**config.mk**
```make
export PLATFORM = sky130hd
export DESIGN_NAME = serial_addsub_flat
export DESIGN_NICKNAME = d
export VERILOG_FILES = /design/src/rtl/serial_addsub_if.sv /design/src/rtl/serial_addsub.sv /design/src/flat_wrapper.sv
export SDC_FILE = /design/constraint.sdc
export NUM_CORES = 1
export LEC_CHECK = 0
export ABC_AREA = 0
export CORE_MARGIN = 8
export CORE_UTILIZATION = 40
export CTS_CLUSTER_DIAMETER = 80
export DETAILED_ROUTE_END_ITERATION = 10
export PLACE_DENSITY = 0.67
export SKIP_CTS_REPAIR_TIMING = 1
export SYNTH_ARGS = -nofsm -noshare
export SYNTH_HDL_FRONTEND = slang
export SYNTH_SLANG_ARGS = --single-unit
```
**constraint.sdc**
```tcl
create_clock -name clk -period 1.3 [get_ports clk]
set_input_delay 0.26 -clock clk [delete_from_list [all_inputs] [get_ports clk]]
set_output_delay 0.26 -clock clk [all_outputs]
set_load 0.02 [all_outputs]
```
**src/rtl/serial_addsub_if.sv**
```systemverilog
`default_nettype none
// ============================================================================
// Module : serial_addsub_if
// Brief  : Request/result bundle for the bit-serial adder/subtractor.
// Rev    : 1.0  initial release
// ============================================================================
interface serial_addsub_if #(
  parameter int WIDTH = 8
);
  logic             start;
  logic             sub;
  logic [WIDTH-1:0] a;
  logic [WIDTH-1:0] b;
  logic             busy;
  logic             done;
  logic [WIDTH-1:0] sum;
  logic             carry;
  logic             overflow;

  modport master (
    output start, sub, a, b,
    input  busy, done, sum, carry, overflow
  );

  modport slave (
    input  start, sub, a, b,
    output busy, done, sum, carry, overflow
  );
endinterface
`default_nettype wire

```
**src/rtl/serial_addsub.sv**
```systemverilog
`default_nettype none
// ============================================================================
// Module : serial_addsub
// Brief  : Bit-serial add/subtract, one full-adder cell and a carry FF, LSB first.
// Rev    : 1.0  initial release
// ============================================================================
module serial_addsub #(
  parameter int WIDTH = 8
) (
  input wire              clk,
  input wire              rst,
  serial_addsub_if.slave  bus
);
  localparam int             CW       = (WIDTH > 1) ? $clog2(WIDTH) : 1;
  localparam logic [CW-1:0]  CNT_LAST = CW'(WIDTH - 1);

  typedef enum logic [1:0] {
    S_IDLE  = 2'd0,
    S_SHIFT = 2'd1,
    S_DONE  = 2'd2
  } state_t;

  state_t           r_state;
  state_t           w_state_next;
  logic [WIDTH-1:0] r_a;
  logic [WIDTH-1:0] r_b;
  logic             r_cy;
  logic [CW-1:0]    r_cnt;
  logic [WIDTH-1:0] r_sum;
  logic             r_carry;
  logic             r_ovf;

  logic             w_accept;
  logic             w_last;
  logic             w_s;
  logic             w_cy_next;
  logic [WIDTH:0]   w_sum_ext;

  assign w_accept  = bus.start && (r_state == S_IDLE || r_state == S_DONE);
  assign w_last    = (r_cnt == CNT_LAST);
  assign w_s       = r_a[0] ^ r_b[0] ^ r_cy;
  assign w_cy_next = (r_a[0] & r_b[0]) | (r_a[0] & r_cy) | (r_b[0] & r_cy);
  // New bit enters at the MSB; after WIDTH shifts bit 0 holds the LSB result.
  assign w_sum_ext = {w_s, r_sum};

  always_ff @(posedge clk or posedge rst) begin
    if (rst) begin
      r_state <= S_IDLE;
    end else begin
      r_state <= w_state_next;
    end
  end

  always_comb begin
    w_state_next = r_state;
    case (r_state)
      S_IDLE:  if (bus.start) w_state_next = S_SHIFT;
      S_SHIFT: if (w_last)    w_state_next = S_DONE;
      S_DONE:  w_state_next = bus.start ? S_SHIFT : S_IDLE;
      default: w_state_next = S_IDLE;
    endcase
  end

  always_ff @(posedge clk or posedge rst) begin
    if (rst) begin
      r_a     <= '0;
      r_b     <= '0;
      r_cy    <= 1'b0;
      r_cnt   <= '0;
      r_sum   <= '0;
      r_carry <= 1'b0;
      r_ovf   <= 1'b0;
    end else if (w_accept) begin
      // Subtraction is a + ~b + 1: invert b and seed the carry with 1.
      r_a   <= bus.a;
      r_b   <= bus.sub ? ~bus.b : bus.b;
      r_cy  <= bus.sub;
      r_cnt <= '0;
      r_sum <= '0;
    end else if (r_state == S_SHIFT) begin
      r_a   <= r_a >> 1;
      r_b   <= r_b >> 1;
      r_cy  <= w_cy_next;
      r_cnt <= r_cnt + CW'(1);
      r_sum <= w_sum_ext[WIDTH:1];
      if (w_last) begin
        r_carry <= w_cy_next;
        r_ovf   <= r_cy ^ w_cy_next;
      end
    end
  end

  assign bus.busy     = (r_state == S_SHIFT);
  assign bus.done     = (r_state == S_DONE);
  assign bus.sum      = r_sum;
  assign bus.carry    = r_carry;
  assign bus.overflow = r_ovf;
endmodule
`default_nettype wire

```
**src/flat_wrapper.sv**
```systemverilog
// flat-port wrapper written by rule: the top's interface ports become plain ports
module serial_addsub_flat 
#(
  parameter int WIDTH = 8
)
  (clk, rst, bus_start, bus_sub, bus_a, bus_b, bus_busy, bus_done, bus_sum, bus_carry, bus_overflow);
  serial_addsub_if #(.WIDTH(WIDTH)) bus_i ();
  input wire clk;
  input wire rst;
  input wire logic [$bits(bus_i.start)-1:0] bus_start;
  input wire logic [$bits(bus_i.sub)-1:0] bus_sub;
  input wire logic [$bits(bus_i.a)-1:0] bus_a;
  input wire logic [$bits(bus_i.b)-1:0] bus_b;
  output wire logic [$bits(bus_i.busy)-1:0] bus_busy;
  output wire logic [$bits(bus_i.done)-1:0] bus_done;
  output wire logic [$bits(bus_i.sum)-1:0] bus_sum;
  output wire logic [$bits(bus_i.carry)-1:0] bus_carry;
  output wire logic [$bits(bus_i.overflow)-1:0] bus_overflow;
  assign bus_i.start = bus_start;
  assign bus_i.sub = bus_sub;
  assign bus_i.a = bus_a;
  assign bus_i.b = bus_b;
  assign bus_busy = bus_i.busy;
  assign bus_done = bus_i.done;
  assign bus_sum = bus_i.sum;
  assign bus_carry = bus_i.carry;
  assign bus_overflow = bus_i.overflow;
  serial_addsub #(.WIDTH(WIDTH)) u_core (.clk(clk), .rst(rst), .bus(bus_i));
endmodule
```
==> run_summary.xml, run 1 <==
<?xml version="1.0" encoding="UTF-8"?>
<metrics>
  <group name="place">
    <metric name="place.gp.congestion" unit="">0.7650</metric>
    <metric name="numPlacedInstances" unit="">219</metric>
    <metric name="io_buffer_count" unit="">31</metric>
    <metric name="dp_hpwl" unit="um">2351</metric>
  </group>
  <group name="timing">
    <metric name="final_setup_slack_of_the_worst_path" unit="ns">-0.1210</metric>
    <metric name="hold_violations" unit="">0</metric>
    <metric name="period_needed" unit="ns">1.421</metric>
    <metric name="tightest_slew" unit="ns">0.2775</metric>
    <metric name="timing.fmax" unit="GHz">0.7037</metric>
    <metric name="clock_skew" unit="ns">0.007182</metric>
    <metric name="fin_crit_sh" unit="">1.093</metric>
    <metric name="setup-violations-final" unit="">6</metric>
    <metric name="maxSlewViolCount" unit="">0</metric>
    <metric name="timing.max_slew.rel_slack" unit="">0.8147</metric>
    <metric name="rsz0062_at_grt" unit="">true</metric>
  </group>
  <group name="cells_and_area">
    <metric name="n_antenna_cell" unit="">0</metric>
    <metric name="drive_gt1_frac" unit="">0.2000</metric>
    <metric name="mostFrequentLayoutCells" unit="">dfrtp_1, nand2_1, clkdlybuf4s50_1</metric>
    <metric name="layout.area.seq" unit="um2">800.8</metric>
    <metric name="finalNetCount" unit="">203</metric>
    <metric name="area_growth_syn_to_layout" unit="%">42.41</metric>
    <metric name="final_common_cell" unit="">dfrtp_1</metric>
    <metric name="multiInputGateArea" unit="um2">609.3</metric>
    <metric name="layoutNonFillerInstCount" unit="">228</metric>
    <metric name="layout.core_utilization" unit="">0.5826</metric>
    <metric name="layout.filler_cells" unit="">298</metric>
  </group>
  <group name="floorplanning">
    <metric name="die_h" unit="um">76.73</metric>
    <metric name="die-area" unit="um2">5887</metric>
    <metric name="floorplan.initialDensity" unit="">0.4091</metric>
    <metric name="area_of_the_core_region" unit="um2">3606</metric>
    <metric name="core.rowCount" unit="">22</metric>
    <metric name="design.portCount" unit="">32</metric>
    <metric name="dieWidth" unit="um">76.73</metric>
  </group>
  <group name="yosys">
    <metric name="synthesis.nets" unit="">158</metric>
    <metric name="synth_top_area_frac" unit="">0.5428</metric>
    <metric name="synthesis.area" unit="um2">1475</metric>
    <metric name="synthTopCellsByArea" unit="">dfrtp_1, a22o_1, nand2_1</metric>
    <metric name="syn_area_per_cell" unit="um2">10.93</metric>
    <metric name="synthDominantAreaCellType" unit="">dfrtp_1</metric>
    <metric name="ys_ff_latch" unit="">32</metric>
    <metric name="yosysSeqAreaShare" unit="">0.5428</metric>
    <metric name="synth_cell_types" unit="">26</metric>
    <metric name="postSynthCellCount" unit="">135</metric>
    <metric name="yosysWarningCount" unit="">0</metric>
  </group>
  <group name="grt">
    <metric name="grt_start_max_net_pins" unit="">33</metric>
    <metric name="grt_pass1_vias" unit="">1187</metric>
    <metric name="overflow" unit="">0</metric>
    <metric name="grt_util_all_layers" unit="">0.1155</metric>
    <metric name="antenna_found_initial" unit="">0</metric>
    <metric name="first_pass_grt_wire_length" unit="um">5354</metric>
  </group>
  <group name="pwr">
    <metric name="sw_frac_of_total" unit="">0.3755</metric>
    <metric name="p_leak" unit="nW">1.075</metric>
    <metric name="p_int" unit="mW">3.136</metric>
    <metric name="power_density_cells" unit="nW/um2">2390</metric>
    <metric name="power.total" unit="mW">5.021</metric>
    <metric name="ir_worst_vdd" unit="mV">0.9277</metric>
    <metric name="seqPwrFrac" unit="">0.349</metric>
    <metric name="power.share.clock" unit="">0.161</metric>
    <metric name="power.switching" unit="mW">1.885</metric>
    <metric name="combPwrFrac" unit="">0.490</metric>
  </group>
  <group name="cts">
    <metric name="cts_sink_cnt" unit="">32</metric>
    <metric name="clk_latency" unit="ns">0.28</metric>
    <metric name="root_buffer" unit="">clkbuf_8</metric>
    <metric name="htree_levels" unit="">2</metric>
    <metric name="cts.clk_slew.worst_paths" unit="ns">0.07</metric>
    <metric name="cts_made_buffers" unit="">5</metric>
    <metric name="tritoncts" unit="">built</metric>
    <metric name="max-clock-path-buffers" unit="">2</metric>
  </group>
  <group name="routing">
    <metric name="routed_via_density" unit="">5.092</metric>
    <metric name="routed-via-count" unit="">1161</metric>
    <metric name="initialDrtViolationCount" unit="">119</metric>
    <metric name="first_pass_iters" unit="">4</metric>
    <metric name="drc_errors" unit="">0</metric>
    <metric name="routedWlPerCell" unit="um">15.22</metric>
    <metric name="totalWireLength" unit="um">3471</metric>
    <metric name="antenna_left" unit="">0</metric>
  </group>
  <group name="setup_path">
    <metric name="worst-endpoint-arrival" unit="ns">1.16</metric>
    <metric name="timing.setup.critical_path_class" unit="">reg2out</metric>
    <metric name="worst_setup_path_start_kind" unit="">register</metric>
    <metric name="worst_setup_path_end_kind" unit="">output port</metric>
    <metric name="critPathRequiredTime" unit="ns">1.04</metric>
    <metric name="timing.critical_path.fanout_max" unit="">3</metric>
  </group>
  <group name="run">
    <metric name="number_of_maximum_capacitance_constraint_violations" unit="">0</metric>
  </group>
  <group name="hold_path">
    <metric name="holdCritPathClass" unit="">in2async</metric>
  </group>
  <group name="outcome">
    <metric name="status" unit="">complete, but fails checks</metric>
    <metric name="violations" unit="">negative setup slack</metric>
  </group>
</metrics>
-- Yosys cell counts (all sizes together) --
library cell,n
dfrtp,32
nand2,21
a22o,10
nor2,10
buf,9
a31oi,7
nand3,7
xor2,7
a22oi,6
inv,6
o21ai,4
nand2b,3
a221o,2
ha,2
xnor2,2
a211oi,1
and2b,1
fa,1
nand3b,1
nor2b,1
nor3,1
o2bb2ai,1
-- final cells by class --
class	count	area share
repair buffers	46	0.2400
well taps	48	0.02859
multi-input cells	89	0.2901
inverters	6	0.01429
clock buffers	7	0.04586
flip-flops and latches	32	0.3812
-- flip-flops by register name, indices dropped and copies added (netlist names) --
| name | flops |
|---|---|
| u_core.r_cy | 1 |
| u_core.bus.carry | 1 |
| u_core.r_state | 2 |
| u_core.bus.sum | 8 |
| u_core.r_a | 8 |
| u_core.r_b | 8 |
| u_core.r_cnt | 3 |
| u_core.bus.overflow | 1 |
-- layer usage --
layer,routed length [um],track usage,vias to the layer above
met5,0,0,-
met3,192,0.05245,8
li1,-,-,557
met1,1514,0.1294,570
met2,1685,0.1776,26
met4,78,0.06538,0
-- critical path, stage by stage, from the launching register on --
cell	delay [ns]
dfrtp_1	0.38
nand2b_2	0.24
inv_8	0.09
clkbuf_4	0.16
-- stage by stage --
stage	area, um2	setup TNS, ns	worst slack [ns]	hold slack, ns
after CTS	1983	-5.470	-0.5709	0.3105
after global placement	1887	-2.445	-0.2367	0.4627
after global routing	2101	-0.6285	-0.1632	0.3259
after floorplan	1475	0	0.07179	0.3762
after detailed placement	1887	-3.111	-0.2417	0.4691
final	2101	-0.2672	-0.1210	0.3139
-- kinds of logic (layout without fill, tap and decap cells) --
kind of cell,count (synthesis),after routing,synth area share
flops,32,32,0.5428
simple gates,45,46,0.1400
fa+ha+maj,3,3,0.03053
buf+inv,15,59,0.07209
compound gates,31,31,0.1611
xor+xnor,9,9,0.05344
-- path summary, 6_finish.rpt --
path                       depth (start not counted)  slack (ns)           startpoint                  end
max                                                3       -0.12    u_core.r_state[1]             bus_busy
min                                                3        0.31                  rst          u_core.r_cy
max reg2reg                                        4       -0.10    u_core.r_state[0]        u_core.r_b[6]
min reg2reg                                        2        0.47  u_core.bus.overflow  u_core.bus.overflow
max in group asynchronous                          3        0.81                  rst    u_core.bus.sum[1]
min in group clk                                   2        0.47  u_core.bus.overflow  u_core.bus.overflow
-- power groups by stage --
| stage | sequential, mW | combinational, mW | clock, mW |
|---|---|---|---|
| after global placement | 1.73 | 2.13 | 0 |
| after global routing | 1.80 | 2.69 | 0.882 |
| after floorplan | 1.86 | 1.37 | 0 |
| after detailed placement | 1.74 | 2.21 | 0 |
| after CTS | 1.73 | 2.22 | 0.842 |
| final | 1.75 | 2.46 | 0.810 |
No activity file was read; power rests on OpenSTA's default activity.
==> run 2: changes to the inputs <==
Settings changed: CORE_MARGIN 8 to default, SLEW_MARGIN from default to 20.
==> run 2 against run 1 <==
Effect of this change: the flow still finishes with violations (negative setup slack); core utilization grew 3.1 points; setup slack better by 0.047 ns; critical endpoint is now u_core.r_b[6]; global-route usage increased by 5.5 points; critical path type is now reg2reg.
==> run_summary.xml, run 2 (same netlist as run 1, synthesis figures left out) <==
<?xml version="1.0" encoding="UTF-8"?>
<metrics>
  <group name="pwr">
    <metric name="ir_worst_vdd" unit="mV">0.9098</metric>
    <metric name="power_density_cells" unit="nW/um2">2389</metric>
    <metric name="power.share.clock" unit="">0.154</metric>
    <metric name="sw_frac_of_total" unit="">0.3780</metric>
    <metric name="p_int" unit="mW">3.136</metric>
    <metric name="power.switching" unit="mW">1.906</metric>
    <metric name="seqPwrFrac" unit="">0.350</metric>
    <metric name="p_leak" unit="nW">1.083</metric>
    <metric name="power.total" unit="mW">5.042</metric>
    <metric name="combPwrFrac" unit="">0.496</metric>
  </group>
  <group name="routing">
    <metric name="initialDrtViolationCount" unit="">58</metric>
    <metric name="first_pass_iters" unit="">4</metric>
    <metric name="routed-via-count" unit="">1158</metric>
    <metric name="antenna_left" unit="">0</metric>
    <metric name="totalWireLength" unit="um">3165</metric>
    <metric name="routed_via_density" unit="">5.079</metric>
    <metric name="drc_errors" unit="">0</metric>
    <metric name="routedWlPerCell" unit="um">13.88</metric>
  </group>
  <group name="cts">
    <metric name="clk_latency" unit="ns">0.28</metric>
    <metric name="cts_made_buffers" unit="">5</metric>
    <metric name="cts_sink_cnt" unit="">32</metric>
    <metric name="max-clock-path-buffers" unit="">2</metric>
    <metric name="htree_levels" unit="">2</metric>
    <metric name="tritoncts" unit="">built</metric>
    <metric name="cts.clk_slew.worst_paths" unit="ns">0.07</metric>
    <metric name="root_buffer" unit="">clkbuf_8</metric>
  </group>
  <group name="setup_path">
    <metric name="critPathTopFamily" unit="">flip-flops</metric>
    <metric name="worst_setup_path_end_kind" unit="">register</metric>
    <metric name="critical_path.max_stage_delay" unit="ns">0.43</metric>
    <metric name="critical_path.n_buffers_inverters" unit="">1</metric>
    <metric name="timing.critical_path.fanout_max" unit="">7</metric>
    <metric name="worst_setup_path_start_kind" unit="">register</metric>
    <metric name="crit_path_cell_trace" unit="">buf_6 -&gt; and2b_4 -&gt; nor2_4 -&gt; a221o_1</metric>
    <metric name="worst_path_max_delay_cell" unit="">dfrtp_1</metric>
    <metric name="timing.setup.critical_path_class" unit="">reg2reg</metric>
    <metric name="worst-endpoint-arrival" unit="ns">1.54</metric>
    <metric name="critPathRequiredTime" unit="ns">1.47</metric>
  </group>
  <group name="timing">
    <metric name="clock_skew" unit="ns">0.008170</metric>
    <metric name="rsz0062_at_grt" unit="">true</metric>
    <metric name="setup-violations-final" unit="">4</metric>
    <metric name="maxSlewViolCount" unit="">0</metric>
    <metric name="timing.max_slew.rel_slack" unit="">0.8429</metric>
    <metric name="tightest_slew" unit="ns">0.2353</metric>
    <metric name="period_needed" unit="ns">1.374</metric>
    <metric name="hold_violations" unit="">0</metric>
    <metric name="final_setup_slack_of_the_worst_path" unit="ns">-0.07386</metric>
    <metric name="timing.fmax" unit="GHz">0.7279</metric>
    <metric name="fin_crit_sh" unit="">1.057</metric>
    <metric name="final.hold.worst_slack" unit="ns">0.3088</metric>
  </group>
  <group name="cells_and_area">
    <metric name="mostFrequentLayoutCells" unit="">dfrtp_1, nand2_1, clkdlybuf4s50_1</metric>
    <metric name="finalNetCount" unit="">204</metric>
    <metric name="final_common_cell" unit="">dfrtp_1</metric>
    <metric name="drive_gt1_frac" unit="">0.2363</metric>
    <metric name="n_antenna_cell" unit="">0</metric>
    <metric name="area_growth_syn_to_layout" unit="%">43.09</metric>
    <metric name="layoutNonFillerInstCount" unit="">228</metric>
  </group>
  <group name="grt">
    <metric name="grt_pass1_vias" unit="">1130</metric>
    <metric name="antenna_found_initial" unit="">0</metric>
    <metric name="first_pass_grt_wire_length" unit="um">5161</metric>
    <metric name="grt_start_max_net_pins" unit="">33</metric>
    <metric name="grt_util_all_layers" unit="">0.1703</metric>
    <metric name="overflow" unit="">0</metric>
  </group>
  <group name="floorplanning">
    <metric name="area_of_the_core_region" unit="um2">3442</metric>
    <metric name="floorplan.initialDensity" unit="">0.4286</metric>
    <metric name="die_h" unit="um">62.73</metric>
    <metric name="core.rowCount" unit="">21</metric>
    <metric name="die-area" unit="um2">3935</metric>
    <metric name="dieWidth" unit="um">62.73</metric>
    <metric name="design.portCount" unit="">32</metric>
  </group>
  <group name="place">
    <metric name="numPlacedInstances" unit="">217</metric>
    <metric name="place.gp.congestion" unit="">0.7619</metric>
    <metric name="io_buffer_count" unit="">31</metric>
    <metric name="dp_hpwl" unit="um">2140</metric>
  </group>
  <group name="outcome">
    <metric name="violations" unit="">negative setup slack</metric>
    <metric name="status" unit="">complete, but fails checks</metric>
  </group>
  <group name="hold_path">
    <metric name="holdCritPathClass" unit="">in2async</metric>
  </group>
  <group name="run">
    <metric name="number_of_maximum_capacitance_constraint_violations" unit="">0</metric>
  </group>
</metrics>
==> run 2: cell types whose count changed in the layout (fill, tap and decap cells not counted), moves of 3 or more <==
cell     change
buf_4        +4
a22oi_1      -3
a22oi_2      +3
buf_6        -3
==> run 2: through the flow <==
step | cell area, um2 | TNS [ns] | worst slack (ns) | utilization
floorplan | 1475 | 0 | 0.07179 | -
global placement | 1884 | -2.861 | -0.2241 | 0.5474
detailed placement | 1884 | -3.135 | -0.2442 | 0.5474
CTS | 1977 | -5.921 | -0.5614 | 0.5743
global route | 2111 | -0.4790 | -0.1226 | 0.6132
finish | 2111 | -0.1017 | -0.07386 | 0.6132
==> run 2: layout make-up <==
| type | count | area, um2 |
|---|---|---|
| multi-input cells | 89 | 636.9 |
| inverters | 6 | 30.03 |
| repair buffers | 47 | 493.0 |
| flip-flops and latches | 32 | 800.8 |
| clock buffers | 6 | 82.58 |
| clock inverters | 2 | 10.01 |
| fillers | 284 | 1331 |
| well taps | 46 | 57.56 |
==> run 2: worst register-to-register path: stages, from the launching register on <==
cell	delay, ns
dfrtp_1	0.43
buf_6	0.14
and2b_4	0.31
nor2_4	0.09
a221o_1	0.30
==> run 2: per-layer routing <==
layer	part of all wire	GRT usage	vias up
li1	-	-	557
met1	0.45	0.2138	569
met2	0.51	0.2785	25
met3	0.030	0.03832	7
met4	0.015	0.07849	0
met5	0	0	-
==> run 2: power by group through the flow <==
stage / clock network (mW) / registers (mW) / logic (mW)
4_1_cts: 0.800 / 1.73 / 2.21
2_1_floorplan: 0 / 1.86 / 1.37
5_1_grt: 0.843 / 1.82 / 2.74
3_3_place_gp: 0 / 1.72 / 2.14
6_report: 0.776 / 1.76 / 2.50
3_5_place_dp: 0 / 1.75 / 2.20
==> run 2: worst paths after layout <==
| kind | from | endpoint | slack [ns] | depth (start not counted) |
|---|---|---|---|---|
| min in group clk | u_core.bus.overflow | u_core.bus.overflow | 0.48 | 2 |
| setup / recovery | u_core.r_state[0] | u_core.r_b[6] | -0.07 | 4 |
| hold / removal | rst | u_core.r_b[3] | 0.31 | 3 |
| hold reg to reg | u_core.bus.overflow | u_core.bus.overflow | 0.48 | 2 |
| setup reg to reg | u_core.r_state[0] | u_core.r_b[6] | -0.07 | 4 |
| max in group asynchronous | rst | u_core.bus.sum[7] | 0.82 | 3 |
==> run 3: changes to the inputs <==
Settings changed: CAP_MARGIN from default to 25, CTS_BUF_LIST from default to sky130_fd_sc_hd__clkbuf_16.
==> run 3 against run 2 <==
Effect of this change: the flow still finishes with violations (negative setup slack); register-to-register slack improved by 0.03 ns; sequential power barely moved; sequential cell count did not move; sequential share of layout area fell by 0.27 points; critical endpoint unchanged; largest cell class unchanged.
==> run_summary.xml, run 3 (same netlist as run 1, synthesis figures left out) <==
<?xml version="1.0" encoding="UTF-8"?>
<metrics>
  <group name="timing">
    <metric name="hold_violations" unit="">0</metric>
    <metric name="period_needed" unit="ns">1.345</metric>
    <metric name="maxSlewViolCount" unit="">0</metric>
    <metric name="final.hold.worst_slack" unit="ns">0.3252</metric>
    <metric name="timing.max_slew.rel_slack" unit="">0.7957</metric>
    <metric name="timing.fmax" unit="GHz">0.7435</metric>
    <metric name="tightest_slew" unit="ns">0.3061</metric>
    <metric name="final_setup_slack_of_the_worst_path" unit="ns">-0.04504</metric>
    <metric name="rsz0062_at_grt" unit="">true</metric>
    <metric name="clock_skew" unit="ns">0.005167</metric>
    <metric name="fin_crit_sh" unit="">1.035</metric>
    <metric name="setup-violations-final" unit="">1</metric>
    <metric name="timing.setup.tns" unit="ns">-0.04504</metric>
  </group>
  <group name="hold_path">
    <metric name="holdCritPathClass" unit="">in2async</metric>
  </group>
  <group name="outcome">
    <metric name="violations" unit="">negative setup slack</metric>
    <metric name="status" unit="">complete, but fails checks</metric>
  </group>
  <group name="cells_and_area">
    <metric name="final_common_cell" unit="">dfrtp_1</metric>
    <metric name="area_growth_syn_to_layout" unit="%">44.11</metric>
    <metric name="drive_gt1_frac" unit="">0.2033</metric>
    <metric name="layout.core_utilization" unit="">0.6176</metric>
    <metric name="n_antenna_cell" unit="">0</metric>
    <metric name="mostFrequentLayoutCells" unit="">dfrtp_1, nand2_1, clkdlybuf4s50_1</metric>
    <metric name="finalNetCount" unit="">204</metric>
  </group>
  <group name="cts">
    <metric name="cts.clk_slew.worst_paths" unit="ns">0.05</metric>
    <metric name="cts_made_buffers" unit="">5</metric>
    <metric name="cts_sink_cnt" unit="">32</metric>
    <metric name="htree_levels" unit="">2</metric>
    <metric name="max-clock-path-buffers" unit="">2</metric>
    <metric name="tritoncts" unit="">built</metric>
    <metric name="root_buffer" unit="">clkbuf_16</metric>
    <metric name="clk_latency" unit="ns">0.27</metric>
  </group>
  <group name="floorplanning">
    <metric name="floorplan.initialDensity" unit="">0.4286</metric>
    <metric name="area_of_the_core_region" unit="um2">3442</metric>
    <metric name="dieWidth" unit="um">62.73</metric>
    <metric name="die_h" unit="um">62.73</metric>
    <metric name="design.portCount" unit="">32</metric>
    <metric name="die-area" unit="um2">3935</metric>
    <metric name="core.rowCount" unit="">21</metric>
  </group>
  <group name="pwr">
    <metric name="seqPwrFrac" unit="">0.334</metric>
    <metric name="power.switching" unit="mW">1.890</metric>
    <metric name="sw_frac_of_total" unit="">0.3601</metric>
    <metric name="power_density_cells" unit="nW/um2">2469</metric>
    <metric name="p_int" unit="mW">3.359</metric>
    <metric name="power.share.clock" unit="">0.206</metric>
    <metric name="p_leak" unit="nW">1.092</metric>
    <metric name="combPwrFrac" unit="">0.460</metric>
    <metric name="ir_worst_vdd" unit="mV">0.9450</metric>
  </group>
  <group name="routing">
    <metric name="routed_via_density" unit="">5.132</metric>
    <metric name="routedWlPerCell" unit="um">13.83</metric>
    <metric name="antenna_left" unit="">0</metric>
    <metric name="routed-via-count" unit="">1170</metric>
    <metric name="initialDrtViolationCount" unit="">68</metric>
    <metric name="totalWireLength" unit="um">3154</metric>
    <metric name="first_pass_iters" unit="">4</metric>
    <metric name="drc_errors" unit="">0</metric>
  </group>
  <group name="grt">
    <metric name="overflow" unit="">0</metric>
    <metric name="grt_util_all_layers" unit="">0.1699</metric>
    <metric name="grt_pass1_vias" unit="">1138</metric>
    <metric name="antenna_found_initial" unit="">0</metric>
    <metric name="first_pass_grt_wire_length" unit="um">5154</metric>
    <metric name="grt_start_max_net_pins" unit="">33</metric>
  </group>
  <group name="setup_path">
    <metric name="critPathRequiredTime" unit="ns">1.46</metric>
    <metric name="timing.critical_path.fanout_max" unit="">7</metric>
    <metric name="timing.setup.critical_path_class" unit="">reg2reg</metric>
    <metric name="worst_setup_path_end_kind" unit="">register</metric>
    <metric name="worst-endpoint-arrival" unit="ns">1.50</metric>
    <metric name="worst_setup_path_start_kind" unit="">register</metric>
  </group>
  <group name="place">
    <metric name="place.gp.congestion" unit="">0.7619</metric>
    <metric name="io_buffer_count" unit="">31</metric>
    <metric name="dp_hpwl" unit="um">2140</metric>
    <metric name="post-place-ws" unit="ns">-0.2442</metric>
  </group>
  <group name="run">
    <metric name="number_of_maximum_capacitance_constraint_violations" unit="">0</metric>
  </group>
</metrics>
## run 3: stage by stage
step                area [um2]  cells  power, mW
finish                    2126    228      5.250
global route              2126    228      5.606
floorplan                 1475    135      3.238
global placement          1884    217      3.856
CTS                       2023    225      5.051
detailed placement        1884    217      3.943
## run 3: area by class of cell
| type | count | area (um2) |
|---|---|---|
| clock buffers | 5 | 125.1 |
| clock inverters | 3 | 13.76 |
| fillers | 270 | 1316 |
| inverters | 6 | 30.03 |
| multi-input cells | 89 | 606.8 |
| flip-flops and latches | 32 | 800.8 |
| well taps | 46 | 57.56 |
| repair buffers | 47 | 491.7 |
## run 3: power by group through the flow
stage / sequential, mW / clock (mW) / combinational [mW]
5_1_grt: 1.81 / 1.14 / 2.65
4_1_cts: 1.74 / 1.10 / 2.21
2_1_floorplan: 1.86 / 0 / 1.37
3_5_place_dp: 1.75 / 0 / 2.20
6_report: 1.76 / 1.08 / 2.41
3_3_place_gp: 1.72 / 0 / 2.14
## run 3: worst max-delay path: stages (launching register included)
cell	delay, ns
dfrtp_1	0.42
buf_6	0.14
and2b_4	0.30
nor2_4	0.08
a221o_1	0.29
## run 3: per-layer routing
metal,global-route usage,part of all wire,wire [um]
met5,0,0,0
met4,0.07849,0.015,48
met3,0.03832,0.041,130
met2,0.2785,0.49,1550
met1,0.2123,0.45,1424
## run 3: worst paths after layout
check | depth (start not counted) | startpoint | endpoint | slack [ns]
min | 3 | rst | u_core.r_b[4] | 0.33
max reg2reg | 4 | u_core.r_state[0] | u_core.r_b[6] | -0.05
min reg2reg | 2 | u_core.bus.overflow | u_core.bus.overflow | 0.47
max | 4 | u_core.r_state[0] | u_core.r_b[6] | -0.05
min in group clk | 2 | u_core.bus.overflow | u_core.bus.overflow | 0.47
max in group asynchronous | 3 | rst | u_core.bus.sum[5] | 0.80
